[src/rtl/boot_pkg.sv]
// boot_pkg: shared types and constants for the UART boot loader.
package boot_pkg;
  localparam int BOOT_WORD_BYTES = 4;
  typedef enum logic [2:0] {S_LEN, S_ADDR, S_DATA, S_CSUM, S_DONE, S_ERR} boot_state_e;
  typedef enum logic [2:0] {
    ERR_NONE    = 3'd0,
    ERR_LEN     = 3'd1,
    ERR_ALIGN   = 3'd2,
    ERR_OVERRUN = 3'd3,
    ERR_TIMEOUT = 3'd4,
    ERR_CSUM    = 3'd5
  } boot_err_e;
endpackage

[src/rtl/boot_word_packer.sv]
// boot_word_packer: assembles little-endian bytes into 32-bit words.
module boot_word_packer
  import boot_pkg::*;
(
  input  logic        clk,
  input  logic        rst_n,
  input  logic [7:0]  i_data,
  input  logic        i_valid,
  input  logic        i_clr,
  output logic [31:0] o_word,
  output logic        o_vld,
  output logic [1:0]  o_cnt
);
  logic [1:0]  r_cnt;
  logic [23:0] r_sh;
  // Earlier bytes shift down so the newest lands on top when the word closes.
  always_ff @(posedge clk or negedge rst_n) begin
    if (!rst_n) begin
      r_cnt <= '0;
      r_sh  <= '0;
    end else if (i_clr) begin
      r_cnt <= '0;
    end else if (i_valid) begin
      r_cnt <= r_cnt + 2'd1;
      r_sh  <= {i_data, r_sh[23:8]};
    end
  end
  assign o_word = {i_data, r_sh};
  assign o_vld  = i_valid && (r_cnt == 2'(BOOT_WORD_BYTES - 1));
  assign o_cnt  = r_cnt;
endmodule

[src/rtl/uart_boot_loader.sv]
// uart_boot_loader: loads a framed UART image into memory over the system bus
// and holds the CPU in reset until the image checksum passes.
module uart_boot_loader
  import boot_pkg::*;
#(
  parameter int MAX_WORDS   = 8192,
  parameter int TIMEOUT_CYC = 1000000
) (
  input  logic        clk,
  input  logic        rst_n,
  input  logic [7:0]  rx_data,
  input  logic        rx_valid,
  input  logic        restart,
  input  logic        bus_gnt,
  output logic        bus_en,
  output logic        bus_rdwr,
  output logic [3:0]  bus_mask,
  output logic [31:0] bus_addr,
  output logic [31:0] bus_wr_data,
  output logic        cpu_hold,
  output logic        done,
  output logic        error,
  output logic [2:0]  err_code
);
  localparam int RW = $clog2(MAX_WORDS + 1);
  localparam int TW = $clog2(TIMEOUT_CYC);

  boot_state_e r_state, w_nxt;
  boot_err_e   r_err, w_ecode;
  logic [RW-1:0] r_rem;
  logic [TW-1:0] r_to;
  logic [31:0] r_ptr, r_hold, r_csum, w_word;
  logic        r_pend, w_vld, w_gnt, w_tact, w_to, w_loading;
  logic [1:0]  w_cnt;

  assign w_loading = (r_state != S_DONE) && (r_state != S_ERR);
  assign w_gnt     = r_pend && bus_gnt;
  assign w_tact    = (r_state inside {S_ADDR, S_DATA, S_CSUM}) || (r_state == S_LEN && w_cnt != 2'd0);
  assign w_to      = w_tact && (r_to == TW'(TIMEOUT_CYC - 1));

  boot_word_packer u_packer (
    .clk     (clk),
    .rst_n   (rst_n),
    .i_data  (rx_data),
    .i_valid (rx_valid && w_loading),
    .i_clr   (w_nxt != r_state),
    .o_word  (w_word),
    .o_vld   (w_vld),
    .o_cnt   (w_cnt)
  );

  always_ff @(posedge clk or negedge rst_n) begin
    if (!rst_n) r_state <= S_LEN;
    else        r_state <= w_nxt;
  end

  // A completed word while the holding register is still busy and ungranted is an overrun.
  always_comb begin
    w_nxt   = r_state;
    w_ecode = ERR_NONE;
    if (w_to) begin
      w_nxt   = S_ERR;
      w_ecode = ERR_TIMEOUT;
    end else if (w_vld) begin
      case (r_state)
        S_LEN: begin
          w_nxt   = (w_word == 32'd0 || w_word > 32'(MAX_WORDS)) ? S_ERR : S_ADDR;
          w_ecode = ERR_LEN;
        end
        S_ADDR: begin
          w_nxt   = (w_word[1:0] != 2'd0) ? S_ERR : S_DATA;
          w_ecode = ERR_ALIGN;
        end
        S_DATA: begin
          w_nxt   = (r_pend && !bus_gnt) ? S_ERR : (r_rem == RW'(1)) ? S_CSUM : S_DATA;
          w_ecode = ERR_OVERRUN;
        end
        S_CSUM: begin
          w_nxt   = (r_pend && !bus_gnt) ? S_ERR : (w_word == r_csum) ? S_DONE : S_ERR;
          w_ecode = (r_pend && !bus_gnt) ? ERR_OVERRUN : ERR_CSUM;
        end
        default: w_nxt = r_state;
      endcase
    end else if (restart && !w_loading) begin
      w_nxt = S_LEN;
    end
  end

  always_comb begin
    done        = r_state == S_DONE;
    error       = r_state == S_ERR;
    cpu_hold    = r_state != S_DONE;
    bus_en      = r_pend;
    bus_rdwr    = r_pend;
    bus_mask    = r_pend ? 4'hF : 4'h0;
    bus_addr    = r_ptr;
    bus_wr_data = r_hold;
    err_code    = r_err;
  end

  always_ff @(posedge clk or negedge rst_n) begin
    if (!rst_n) begin
      r_err  <= ERR_NONE;
      r_rem  <= '0;
      r_to   <= '0;
      r_ptr  <= '0;
      r_hold <= '0;
      r_csum <= '0;
      r_pend <= 1'b0;
    end else begin
      r_err <= (w_nxt != S_ERR) ? ERR_NONE : (r_state == S_ERR) ? r_err : w_ecode;
      r_to  <= (rx_valid || !w_tact) ? '0 : r_to + 1'b1;
      if (r_state == S_LEN && w_vld) r_rem <= w_word[RW-1:0];
      if (r_state == S_ADDR && w_vld) begin
        r_ptr  <= w_word;
        r_csum <= '0;
      end else if (w_gnt) begin
        r_ptr <= r_ptr + 32'd4;
      end
      if (w_nxt == S_ERR) begin
        r_pend <= 1'b0;
      end else if (r_state == S_DATA && w_vld) begin
        r_hold <= w_word;
        r_pend <= 1'b1;
        r_csum <= r_csum ^ w_word;
        r_rem  <= r_rem - RW'(1);
      end else if (w_gnt) begin
        r_pend <= 1'b0;
      end
    end
  end
endmodule

[config.mk]
export PLATFORM = sky130hd
export DESIGN_NAME = uart_boot_loader
export DESIGN_NICKNAME = d
export VERILOG_FILES = /design/src/rtl/boot_pkg.sv /design/src/rtl/boot_word_packer.sv /design/src/rtl/uart_boot_loader.sv
export SDC_FILE = /design/constraint.sdc
export NUM_CORES = 1
export LEC_CHECK = 0
export ABC_AREA = 1
export BUFFER_PORTS_ARGS = -buffer_cell sky130_fd_sc_hd__buf_2
export CORE_UTILIZATION = 45
export DETAILED_ROUTE_END_ITERATION = 10
export GPL_TIMING_DRIVEN = 0
export PLACE_DENSITY = 0.66
export SLEW_MARGIN = 20
export SYNTH_ARGS = -nofsm -noshare
export SYNTH_HDL_FRONTEND = slang
export SYNTH_SLANG_ARGS = --single-unit
[constraint.sdc]
create_clock -name clk -period 2.31 [get_ports clk]
set_clock_uncertainty 0.2 [all_clocks]
set_input_delay 0.462 -clock clk [delete_from_list [all_inputs] [get_ports clk]]
set_output_delay 0.462 -clock clk [all_outputs]
set_load 0.02 [all_outputs]
---- Word-level counts from Yosys, hierarchy flattened ----
Index checks and enable logic that the tools add are counted.
storage, ports and cells
  bits in registers ....................... 163
  word-level logic and storage cells ...... 91
operators by class
  multiplexer cells ....................... 31
  add/subtract/negate cells ............... 4
  reduce and logical (&&, ||, !) cells .... 27
  bitwise gates (word level) .............. 3
  equality and inequality tests ........... 15
  $lt $le $gt $ge ......................... 1
operators with widths
  cell                                                                               number
  32-bit 2-to-1 mux                                                                  5
  14-bit 2-to-1 mux                                                                  3
  3-bit 2-to-1 mux                                                                   11
  32-bit by 3-bit adder with 32-bit output, second input constant                    1
  32-bit == test                                                                     1
  32-bit by 14-bit greater-than comparator with 1-bit output, second input constant  1
  32-bit logical NOT                                                                 1
  32-bit bitwise XOR                                                                 1
  3-bit case mux with 4 select lines                                                 2
  20-bit by 1-bit adder with 20-bit output, second input constant                    1
  20-bit == test, second input constant                                              1
  20-bit 2-to-1 mux                                                                  1
  14-bit by 1-bit == test with 1-bit output, second input constant                   1
  14-bit by 1-bit subtractor with 14-bit output, second input constant               1
  1-bit logical AND                                                                  11
  3-bit == test, second input constant                                               3
  3-bit != test, second input constant                                               3
  2-bit nonzero test                                                                 4
  3-bit by 2-bit == test with 1-bit output, second input constant                    2
  1-bit 2-to-1 mux                                                                   6
  3-bit nonzero test                                                                 2
  2-bit 2-to-1 mux                                                                   2
  4-bit 2-to-1 mux                                                                   1
  2-bit AND reduction                                                                2
  9 further kinds                                                                    14

---- Longest topological paths before layout ----
Gate-level depths: netlist of the first run.
  depth after elaboration ................. 10
  gate-level depth with buffers ........... 19
  gate-level depth less buffers ........... 16

---- Hierarchy ----
From an unflattened synthesis of the first run, not the netlist that was laid out.
unflattened totals
  cells, all modules ...................... 1262
  area total of the unflattened synthesis .. 9495.4 um^2
modules (own cells, without submodules)
  module            instances  cells an instance  area each (um^2)  seq. area each (um^2)
  uart_boot_loader  1          1136               8366.8            3428.3
  boot_word_packer  1          126                1128.6            650.6

---- Worst setup path before layout of the first run ----
Ideal clock, no wire load.
  path type ............................... register -> register
  start ................................... register r_ptr[2], in the netlist bus_addr[2]
  end ..................................... register r_ptr[30], in the netlist bus_addr[30]
  period minus slack after synthesis ...... 2500 ps
  arrival time ............................ 2162 ps
  required time ........................... 1971 ps
  setup time .............................. 139 ps
  slack ................................... -190 ps
  cell stages (with the launch flop) ...... 14
  cell sequence ........................... dfrtp_1 ha_1 nand3_1 nor2_1 nand2_1 nor2_1 nand2_1 nor2_1 nand3_1 nor2_1 nand2_1 xor2_1 nand2_1 o221ai_1
on the way
  word-level cells in the longest chain between the ends .. 3
RTL lines
  what                                      RTL line                 RTL
  start, declared                           uart_boot_loader.sv:32   logic [31:0] r_ptr, r_hold, r_csum, w_word;
  start signal, assigned                    uart_boot_loader.sv:115  r_ptr <= w_word;
  start signal, assigned                    uart_boot_loader.sv:118  r_ptr <= r_ptr + 32'd4;
  32-bit by 3-bit adder with 32-bit output  uart_boot_loader.sv:118
  32-bit 2-to-1 mux                         uart_boot_loader.sv:117  end else if (w_gnt) begin
  32-bit 2-to-1 mux                         uart_boot_loader.sv:114  if (r_state == S_ADDR && w_vld) begin
No other way between the ends. The select of a mux whose other input is x is not followed.
A chain may end at the register's enable or synchronous reset.

---- Final worst setup path of the first run ----
  start ................................... register u_packer.r_sh[21]
  end ..................................... register r_hold[30], in the netlist bus_wr_data[30]
on the way
  word-level cells in the longest chain between the ends .. 9
  elaborated cells on any way between the ends .. 13
  classes of those cells .................. 1 x order compare; 2 x eq/ne; 6 x mux; 1 x bitwise; 3 x reduce/logical
RTL lines
  what                                  RTL line                 RTL
  start, declared                       boot_word_packer.sv:15   logic [23:0] r_sh;
  start signal, assigned                boot_word_packer.sv:25   r_sh <= {i_data, r_sh[23:8]};
  32-bit == test                        uart_boot_loader.sv:79   w_nxt = (r_pend && !bus_gnt) ? S_ERR : (w_word == r_csum) ? S_DONE : S_ERR;
  1-bit 2-to-1 mux (2 in a row)         uart_boot_loader.sv:79
  3-bit case mux with 4 select lines    uart_boot_loader.sv:65   case (r_state)
  3-bit 2-to-1 mux                      uart_boot_loader.sv:64   end else if (w_vld) begin
  3-bit 2-to-1 mux                      uart_boot_loader.sv:61   if (w_to) begin
  via w_nxt[0]                          uart_boot_loader.sv:28   boot_state_e r_state, w_nxt;
  3-bit == test                         uart_boot_loader.sv:120  if (w_nxt == S_ERR) begin
  1-bit inverter (no source line)       -
  2-bit AND reduction (no source line)  -
  end signal, assigned                  uart_boot_loader.sv:123  r_hold <= w_word;
  end, declared                         uart_boot_loader.sv:32
The timed path passes the listed nets, and every way through them passes these cells.

==> results of run 1 <==
[where the power goes]
group,internal (W),switching (W),leakage [nW]
combinational,0.00264,0.00351,3.60
clock,0.00173,0.00129,0.302
sequential,0.00371,0.00103,2.01
total,0.00809,0.00584,5.92
[cell type report]
type                    instances  area, um2  share of cell area (%)
flip-flops and latches        163       4105                   34.94
well taps                     234      292.8                   2.492
clock buffers                  17      425.4                   3.620
repair buffers                171       1271                   10.82
plain buffers                  48      462.9                   3.940
multi-input cells             771       4553                   38.75
inverters                     117      446.7                   3.802
clock inverters                15      192.7                   1.640
[per-layer routing]
layer / wire [um] / share of wire (%)
met2: 13170 / 48
met3: 1697 / 6.1
met4: 942 / 3.4
met5: 0 / 0
met1: 11900 / 43
[cells in the mapped netlist]
cell type,count,area share (%)
a21boi_0,1,0.087
a21oi_1,25,1.5
a21oi_2,1,0.10
a21oi_4,2,0.38
a221oi_1,1,0.10
a22oi_1,3,0.26
a31o_2,1,0.10
and3_1,1,0.073
buf_2,11,0.64
buf_4,11,0.96
buf_6,6,0.78
clkbuf_1,20,0.87
clkinv_1,1,0.044
dfrtp_1,163,47
ha_1,6,0.87
inv_1,110,4.8
inv_2,6,0.26
mux2_2,1,0.13
mux2i_1,1,0.12
nand2_1,307,13
nand2_2,4,0.29
nand3_1,42,2.4
nand3_2,3,0.35
nand4_1,41,3.0
nand4_2,1,0.15
nor2_1,128,5.6
nor2_2,2,0.15
nor3_1,19,1.1
nor3b_1,1,0.087
nor4_1,4,0.29
o211a_1,1,0.12
o211ai_1,8,0.70
o21a_1,2,0.17
o21ai_0,47,2.7
o21ai_1,45,2.6
o221a_2,1,0.13
o221ai_1,13,1.3
o221ai_2,1,0.17
or2_2,1,0.073
xnor2_1,26,2.6
xor2_1,31,3.2
[worst max path at each step]
stage                       from               to  slack, ns  depth (start not counted)
2_1_floorplan        bus_addr[2]     bus_addr[30]      0.005                         13
3_3_place_gp               rst_n      bus_addr[3]      -2.36                          1
3_5_place_dp             bus_gnt  bus_wr_data[17]      -0.68                         16
4_1_cts        u_packer.r_sh[18]  bus_wr_data[28]      -0.19                         18
5_1_grt        u_packer.r_sh[21]       r_csum[11]      -0.43                         18
6_report       u_packer.r_sh[21]  bus_wr_data[30]      -0.34                         18
[through the flow]
step	power [W]	instances	cell area (um2)	TNS, ns	utilization [%]
floorplan	0.007421	1099	8626	0	-
global placement	0.008726	1421	9359	-402.18	50.03
finish	0.01393	1536	11750	-29.04	62.82
global route	0.01463	1536	11750	-41.49	62.82
detailed placement	0.008842	1422	9397	-73.13	50.23
CTS	0.01297	1517	11020	-14.44	58.90
[sequential cells by signal (all words and copies together), names as in the netlist]
name and cells:
bus_addr 32, bus_wr_data 32, r_csum 32, u_packer.r_sh 24, r_to 20, r_rem 14
err_code 3, r_state 3, u_packer.o_cnt 2, bus_en 1
[worst reg2reg max path: cells and delay by family (launching register included)]
family          cells  cell delay, ns
compound gates      1            0.05
flops               1            0.46
buf+inv             3            0.46
simple gates       14            1.38
[kinds of logic (layout without fill, tap and decap cells)]
kind of cell	Yosys count	in the layout
AND/OR/NAND/NOR	554	554
buffers and inverters	165	368
flip-flops	163	163
AO/OA/AOI/OAI	152	152
XOR/XNOR	57	57
adder cells (fa/ha/maj)	6	6
multiplexers	2	2
[cell usage in the layout (no fill, tap or decap), types with 13 or more instances in the layout]
cell type,Yosys,routed
dfrtp_2,0,21
nand3_1,42,34
o21ai_1,45,42
inv_2,6,15
inv_1,110,99
a21oi_1,25,24
o221ai_1,13,13
nand2_1,307,229
buf_2,11,88
nand4_1,41,41
nor2_1,128,103
nand2_4,0,17
clkbuf_1,20,13
o21ai_2,0,23
nand2_2,4,64
buf_6,6,23
o21ai_0,47,27
nor3_1,19,15
buf_4,11,69
dfrtp_1,163,142
nor2_2,2,18
xor2_1,31,31
clkbuf_16,0,21
[timing repair]
item,in CTS,in global routing
hold endpoints to repair,67,0
resized for setup,167,146
setup buffers,56,17
pin swaps,15,37
hold buffers,1,0
setup endpoints to repair,143,136
cloned,6,3
==> flow_summary.json, run 1 <==
{
  "slew_headroom_pct": 57.67,
  "synth_xor_area_share_pct": 5.796,
  "grt.busiest_layer": "met2",
  "whs_ns": 0.1242,
  "critPathBufInv": 3,
  "r2r_end": "bus_wr_data[30]",
  "diodes": 0,
  "slowest_delay_ns": 0.46,
  "cp.arrival_ns": 2.77,
  "synthesis.nets": 1118,
  "netlist_area_mm2": 0.008613,
  "leakage_nw": 5.915,
  "crit_required_ns": 2.43,
  "ys_ff_latch": 163,
  "clkTransAtPathRegs_ns": 0.07,
  "cts_tree": "yes",
  "synth.avg_cell_area_um2": 7.837,
  "drv_slew": 0,
  "clockBufferDepth": 2,
  "synth-simple-area-share_pct": 26.93,
  "met3_usage_pct": 4.821,
  "slowest_stage": "dfrtp_1",
  "root_buffer": "clkbuf_16",
  "fin_nets": 1308,
  "syn_inst": 1099,
  "wl_um": 27710,
  "place.gp.congestion": 0.8751,
  "vdd_ir_drop_max_v": 0.0007306,
  "rr_worst_depth": 18,
  "syn2layout_area_growth_pct": 36.42,
  "drtIter0Drc": 665,
  "rsz0062_at_grt": "true",
  "grt_max_degree": 97,
  "vias": 8467,
  "antenna_left": 0,
  "critPathMaxFanout": 8,
  "htree_levels": 4,
  "worst_slack_ns": -0.3389,
  "cp_top_family": "simple AND/OR/NAND/NOR gates",
  "drc": 0,
  "numCtsBuffers": 17,
  "dp_hpwl_um": 17320,
  "hold_path.class": "in -> reg",
  "holdPathEnd": "u_packer.r_sh[17]",
  "rows": 50,
  "synth_top_family_by_area": "simple AND/OR/NAND/NOR gates",
  "hold_path_startpoint": "rx_data[1]",
  "grt_pass1_wl_um": 41540,
  "fin_crit_sh_pct": 114.7,
  "die-area_mm2": 0.01970,
  "met1_usage_pct": 37.69,
  "met2_usage_pct": 42.79,
  "synth_compound_area_share_pct": 10.44,
  "ys_seq_area_share_pct": 47.36,
  "insertion_delay_ns": 0.44,
  "synth_mux_area_share_pct": 0.2469,
  "r2r-start": "u_packer.r_sh[21]",
  "ys_types": 41,
  "top_level_ports": 89,
  "cap_violations": 0,
  "start_util_pct": 46.05,
  "first_pass_iters": 5,
  "setup_viol": 110,
  "ys_warn_count": 0,
  "clkSinkCount": 163,
  "grt_pass1_vias": 7821,
  "place_ws_ns": -0.6821,
  "die_w_um": 140.4,
  "port_buffers": 88,
  "critPathCaptureType": "flop",
  "synth_fa_ha_area_share_pct": 0.8716,
  "r2r_slack_ns": -0.34,
  "viasPerCell": 5.512,
  "holdPathStages": 3,
  "wl_per_cell_um": 18.04,
  "worstSetupStartpointType": "flop",
  "nFillCells": 1481,
  "gr-total-overflow": 0,
  "powerDensity_mw_per_mm2": 1185,
  "fmax_mhz": 377.5,
  "die_h_um": 140.4,
  "core_mm2": 0.01871,
  "violations": "setup timing",
  "grt_use_total_pct": 27.47,
  "antenna_found_initial": 0,
  "outcome": "complete, but fails checks",
  "crit_top_cell": "nand2_2",
  "finalHoldViolations": 0,
  "crit_type": "reg -> reg",
  "fin_crit_ns": 2.649,
  "worstMarginPinSlew_ns": 0.6350,
  "drive_above_1_share_pct": 34.49,
  "path_cells": "inv_2, nand2_1, nand2_1, nand2_1, nor2_1, nand3_1, nor2_2, nand2_2, nand2_2, nand2_2, nand2_2, nand3_4, nand3_4, nand2_8, buf_12, clkbuf_16, nand2_2, o21ai_2"
}
Note: power is estimated with default switching activity, not from simulation.
==> run 2: changes to the inputs <==
--- a/config.mk
+++ b/config.mk
@@ -7,10 +7,10 @@
 export LEC_CHECK = 0
 export ABC_AREA = 1
 export BUFFER_PORTS_ARGS = -buffer_cell sky130_fd_sc_hd__buf_2
-export CORE_UTILIZATION = 45
+export CORE_UTILIZATION = 54
 export DETAILED_ROUTE_END_ITERATION = 10
 export GPL_TIMING_DRIVEN = 0
-export PLACE_DENSITY = 0.66
+export PLACE_DENSITY = 0.74
 export SLEW_MARGIN = 20
 export SYNTH_ARGS = -nofsm -noshare
 export SYNTH_HDL_FRONTEND = slang
==> constraint.sdc (replaced) <==
create_clock -name clk -period 3.4 [get_ports clk]
set_clock_uncertainty 0.2 [all_clocks]
set_input_delay 0.68 -clock clk [delete_from_list [all_inputs] [get_ports clk]]
set_output_delay 0.68 -clock clk [all_outputs]
set_load 0.02 [all_outputs]
==> flow_summary.json, run 2 (synthesis results as in run 1) <==
{
  "drive_above_1_share_pct": 13.78,
  "final_cell_mix": "307 x nand2_1, 163 x dfrtp_1, 128 x nor2_1",
  "start_util_pct": 56.04,
  "grt_max_degree": 92,
  "post-route-util_pct": 64.92,
  "fmax_mhz": 322.0,
  "worstMarginPinSlew_ns": 0.7675,
  "root_buffer": "clkbuf_16",
  "cp.arrival_ns": 3.20,
  "cts_resized": 0,
  "die-area_mm2": 0.01646,
  "power.switching_w": 0.003292,
  "place.gp.congestion": 0.9304,
  "syn2layout_area_growth_pct": 15.85,
  "setup_viol": 0,
  "comb_power_share_pct": 35.6,
  "seq_power_share_pct": 38.7,
  "final_cell_count_no_fill": 1430,
  "p_sw_share_pct": 40.61,
  "first_pass_iters": 5,
  "fin_area_mm2": 0.009978,
  "p_int_w": 0.004815,
  "place_area_mm2": 0.009355,
  "cts_setup_buffers": 0,
  "r2r-start": "bus_en",
  "hold_path.class": "in -> async",
  "worstSetupStartpointType": "flop",
  "dpl.cell_count": 1399,
  "startpoint": "bus_en",
  "vdd_ir_drop_max_v": 0.0004678,
  "rows": 45,
  "htree_levels": 4,
  "numCtsBuffers": 17,
  "rsz0062_at_grt": "false",
  "vias": 7871,
  "slew_headroom_pct": 48.65,
  "worst_slack_ns": 0.2942,
  "clkTransAtPathRegs_ns": 0.07,
  "die_w_um": 128.3,
  "finalHoldViolations": 3,
  "clockBufferDepth": 2,
  "grt_pass1_vias": 7244,
  "clkSinkCount": 163,
  "fin_crit_sh_pct": 91.35,
  "nFillCells": 1335,
  "critPathMaxFanout": 10,
  "drtIter0Drc": 742,
  "drc": 0,
  "drv_slew": 0,
  "clkPwrFrac_pct": 25.7,
  "cts_hold_buf": 0,
  "outcome": "complete, but fails checks",
  "insertion_delay_ns": 0.44,
  "grt_use_total_pct": 30.24,
  "diodes": 0,
  "grt_pass1_wl_um": 37890,
  "final_common_cell": "nand2_1",
  "viasPerCell": 5.504,
  "crit_type": "reg -> reg",
  "whs_ns": -0.009556,
  "leakage_nw": 5.175,
  "cts_tree": "yes",
  "critPathCaptureType": "flop",
  "fin_crit_ns": 3.106,
  "powerDensity_mw_per_mm2": 812.5,
  "cap_violations": 0,
  "dp_hpwl_um": 16700,
  "gr-total-overflow": 0,
  "die_h_um": 128.3,
  "wl_um": 23490,
  "top_level_ports": 89,
  "crit_required_ns": 3.50,
  "port_buffers": 88,
  "antenna_found_initial": 0,
  "core_mm2": 0.01537,
  "place_ws_ns": 0.1221,
  "wl_per_cell_um": 16.42,
  "antenna_left": 0,
  "violations": "hold timing",
  "fin_nets": 1226
}
[run 2: cell count changes in the layout (fill, tap and decap cells not counted), sizes merged]
cell         previous run  this run
buf                   197       117
inv                   125       116
bufinv                  3         5
clkbuf                 38        41
clkinvlp                1         3
dlygate4sd3             1         0
[run 2: final timing paths]
check                                  endpoint  slack [ns]  depth (start not counted)
max in group asynchronous          bus_addr[15]        2.17                          2
worst min register to register          r_to[0]        0.26                          1
worst min-delay path               bus_addr[19]       -0.01                          1
min in group clk                        r_to[0]        0.26                          1
worst max register to register  bus_wr_data[17]        0.29                         16
worst max-delay path            bus_wr_data[17]        0.29                         16
[run 2: layout make-up]
cell class | count | area, um2 | area share, %
flip-flops and latches | 163 | 4079 | 40.88
multi-input cells | 771 | 3815 | 38.23
repair buffers | 89 | 478.0 | 4.790
clock buffers | 21 | 440.4 | 4.414
inverters | 117 | 439.2 | 4.401
plain buffers | 48 | 280.3 | 2.809
well taps | 211 | 264.0 | 2.646
clock inverters | 10 | 182.7 | 1.831
[run 2: power by group through the flow]
stage                     registers, W  logic [W]  clock network [W]
after floorplan                0.00320    0.00184                  0
after global placement         0.00312    0.00276                  0
after detailed placement       0.00314    0.00283                  0
after CTS                      0.00311    0.00287            0.00209
after global routing           0.00320    0.00324            0.00217
final                          0.00314    0.00288            0.00209
[run 2: critical path, stage by stage (launching register included)]
cell and delay [ns]:
dfrtp_1 0.52, inv_1 0.07, nor2_1 0.30, inv_1 0.19
nand2_1 0.10, nor2_1 0.04, nand2_1 0.05, nor2_1 0.04
nand2_1 0.15, nand2_1 0.09, nand2_1 0.08, nand2_1 0.07
nand3_1 0.11, nand3_2 0.19, nand2_2 0.18, clkbuf_1 0.40
o21ai_0 0.16
[run 2: routing by layer]
metal	vias to the layer above	routed length (um)	global-route usage, %
met5	-	0	0
met4	0	422	9.550
met3	38	1996	6.511
met2	317	10450	44.86
met1	3750	10620	44.16
li1	3766	-	-
[run 2: stage by stage]
step / hold slack, ns / setup TNS (ns) / total power (W)
global route: 0.04430 / 0 / 0.008605
detailed placement: 0.2498 / 0 / 0.005971
floorplan: 0.1844 / 0 / 0.005040
CTS: 0.02495 / 0 / 0.008067
global placement: 0.2482 / -175.08 / 0.005886
finish: -0.009556 / 0 / 0.008107
==> run 3: changes to the inputs <==
--- a/config.mk
+++ b/config.mk
@@ -11,6 +11,7 @@
 export DETAILED_ROUTE_END_ITERATION = 10
 export GPL_TIMING_DRIVEN = 0
 export PLACE_DENSITY = 0.74
+export RECOVER_POWER = 25
 export SLEW_MARGIN = 20
 export SYNTH_ARGS = -nofsm -noshare
 export SYNTH_HDL_FRONTEND = slang
==> constraint.sdc (replaced) <==
create_clock -name clk -period 3.1 [get_ports clk]
set_clock_uncertainty 0.2 [all_clocks]
set_input_delay 0.62 -clock clk [delete_from_list [all_inputs] [get_ports clk]]
set_output_delay 0.62 -clock clk [all_outputs]
set_load 0.02 [all_outputs]
==> flow_summary.json, run 3 (synthesis results as in run 1) <==
{
  "dp_hpwl_um": 16700,
  "die-area_mm2": 0.01646,
  "powerDensity_mw_per_mm2": 890.7,
  "fin_nets": 1227,
  "antenna_found_initial": 0,
  "port_buffers": 88,
  "cap_violations": 1,
  "htree_levels": 4,
  "drtIter0Drc": 804,
  "wl_um": 23530,
  "crit_top_cell": "nand2_1",
  "setup_viol": 0,
  "viasPerCell": 5.498,
  "crit_type": "reg -> reg",
  "tns_ns": 0,
  "p_sw_share_pct": 40.71,
  "hold_path.class": "reg -> reg",
  "cts_tree": "yes",
  "drive_above_1_share_pct": 12.38,
  "grt_max_degree": 92,
  "top_level_ports": 89,
  "vias": 7867,
  "final_cell_mix": "306 x nand2_1, 162 x dfrtp_1, 126 x nor2_1",
  "clkTransAtPathRegs_ns": 0.06,
  "die_h_um": 128.3,
  "critPathBufInv": 3,
  "violations": "capacitance limit, slew limit",
  "multi_input_area_mm2": 0.003822,
  "die_w_um": 128.3,
  "cts_setup_buffers": 0,
  "fin_crit_ns": 2.918,
  "nFillCells": 1349,
  "first_pass_iters": 5,
  "start_util_pct": 56.04,
  "slowest_stage": "dfrtp_1",
  "gr-total-overflow": 0,
  "whs_ns": 0.2615,
  "wl_per_cell_um": 16.44,
  "root_buffer": "clkbuf_16",
  "p_int_w": 0.005260,
  "critPathCaptureType": "flop",
  "grt_pass1_wl_um": 37890,
  "diodes": 0,
  "final_common_cell": "nand2_1",
  "drv_slew": 73,
  "clkSinkCount": 163,
  "vdd_ir_drop_max_v": 0.0005119,
  "syn2layout_area_growth_pct": 15.64,
  "core_mm2": 0.01537,
  "seq_power_share_pct": 38.8,
  "drc": 0,
  "power.switching_w": 0.003612,
  "numCtsBuffers": 17,
  "grt_pass1_vias": 7247,
  "cp_top_family": "simple AND/OR/NAND/NOR gates",
  "regArea_mm2": 0.004080,
  "rows": 45,
  "path_cells": "inv_1, nand2_1, nand2_1, nand2_1, nor2_1, nand3_1, nor2_1, nand2_1, nand2_1, nand2_1, nand2_1, nand3_1, nand3_2, nand2_2, buf_6, buf_4, nand2_1, o21ai_1",
  "critPathMaxFanout": 10,
  "insertion_delay_ns": 0.44,
  "slowest_delay_ns": 0.46,
  "fin_crit_sh_pct": 94.11,
  "worstSetupStartpointType": "flop",
  "comb_power_share_pct": 35.4,
  "final_cell_count_no_fill": 1431,
  "dpl.cell_count": 1399,
  "finalHoldViolations": 0,
  "place.gp.congestion": 0.9304,
  "antenna_left": 0,
  "grt_use_total_pct": 30.24,
  "crit_required_ns": 3.21,
  "fmax_mhz": 342.8,
  "slew_headroom_pct": -22.15,
  "clockBufferDepth": 2,
  "worstMarginPinSlew_ns": 1.832,
  "outcome": "complete, but fails checks",
  "rsz0062_at_grt": "false",
  "cp.arrival_ns": 3.03,
  "clkPwrFrac_pct": 25.7,
  "leakage_nw": 5.077
}
-- run 3: worst paths after layout --
kind | slack (ns) | endpoint | cells after the start | start
max | 0.18 | r_csum[20] | 18 | u_packer.r_sh[19]
min | 0.26 | r_to[0] | 1 | r_to[0]
min reg2reg | 0.26 | r_to[0] | 1 | r_to[0]
max in group asynchronous | 0.50 | bus_en | 3 | rst_n
min in group asynchronous | 1.02 | bus_addr[19] | 2 | rst_n
max reg2reg | 0.18 | r_csum[20] | 18 | u_packer.r_sh[19]
-- run 3: worst reg2reg max path, cell delays in order, from the launching register on --
cell,delay (ns)
dfrtp_1,0.46
inv_1,0.20
nand2_1,0.09
nand2_1,0.10
nand2_1,0.06
nor2_1,0.10
nand3_1,0.10
nor2_1,0.12
nand2_1,0.14
nand2_1,0.11
nand2_1,0.06
nand2_1,0.09
nand3_1,0.11
nand3_2,0.18
nand2_2,0.14
buf_6,0.21
buf_4,0.18
nand2_1,0.09
o21ai_1,0.08
-- run 3: final cells by class --
type | count | area share [%]
Sequential cell | 163 | 40.96
Tap cell | 211 | 2.650
Clock inverter | 10 | 1.834
Multi-Input combinational cell | 771 | 38.37
Clock buffer | 21 | 4.422
Inverter | 117 | 4.409
Timing Repair Buffer | 90 | 4.497
Buffer | 48 | 2.851
-- run 3: power groups by stage --
stage / Combinational (W) / Clock, W / Sequential, W
2_1_floorplan: 0.00202 / 0 / 0.00351
3_3_place_gp: 0.00303 / 0 / 0.00343
3_5_place_dp: 0.00311 / 0 / 0.00344
4_1_cts: 0.00315 / 0.00229 / 0.00341
5_1_grt: 0.00353 / 0.00237 / 0.00351
6_report: 0.00314 / 0.00228 / 0.00345
-- run 3: per-stage QoR --
step / setup slack (ns) / cell area [um2] / util (%) / total power (W)
after floorplan: 0.5997 / 8613 / - / 0.005527
after global placement: -1.324 / 9318 / 60.62 / 0.006455
after detailed placement: -0.1179 / 9355 / 60.86 / 0.006549
after CTS: 0.01929 / 9988 / 64.98 / 0.008849
after global routing: 0.02212 / 9961 / 64.80 / 0.009417
final: 0.1824 / 9961 / 64.80 / 0.008872
-- run 3: timing repair --
action | in CTS | in global routing
endpoints found under the setup margin | 0 | 79
endpoints found under the hold margin | 72 | 0
resized for setup | 0 | 10
hold buffers | 1 | 0
-- run 3: per-layer routing --
| layer | vias to the layer above | global-route usage, % | wire length [um] |
|---|---|---|---|
| li1 | 3768 | - | - |
| met1 | 3726 | 44.16 | 10510 |
| met2 | 335 | 44.86 | 10530 |
| met3 | 38 | 6.511 | 2083 |
| met4 | 0 | 9.550 | 396 |
| met5 | - | 0 | 0 |
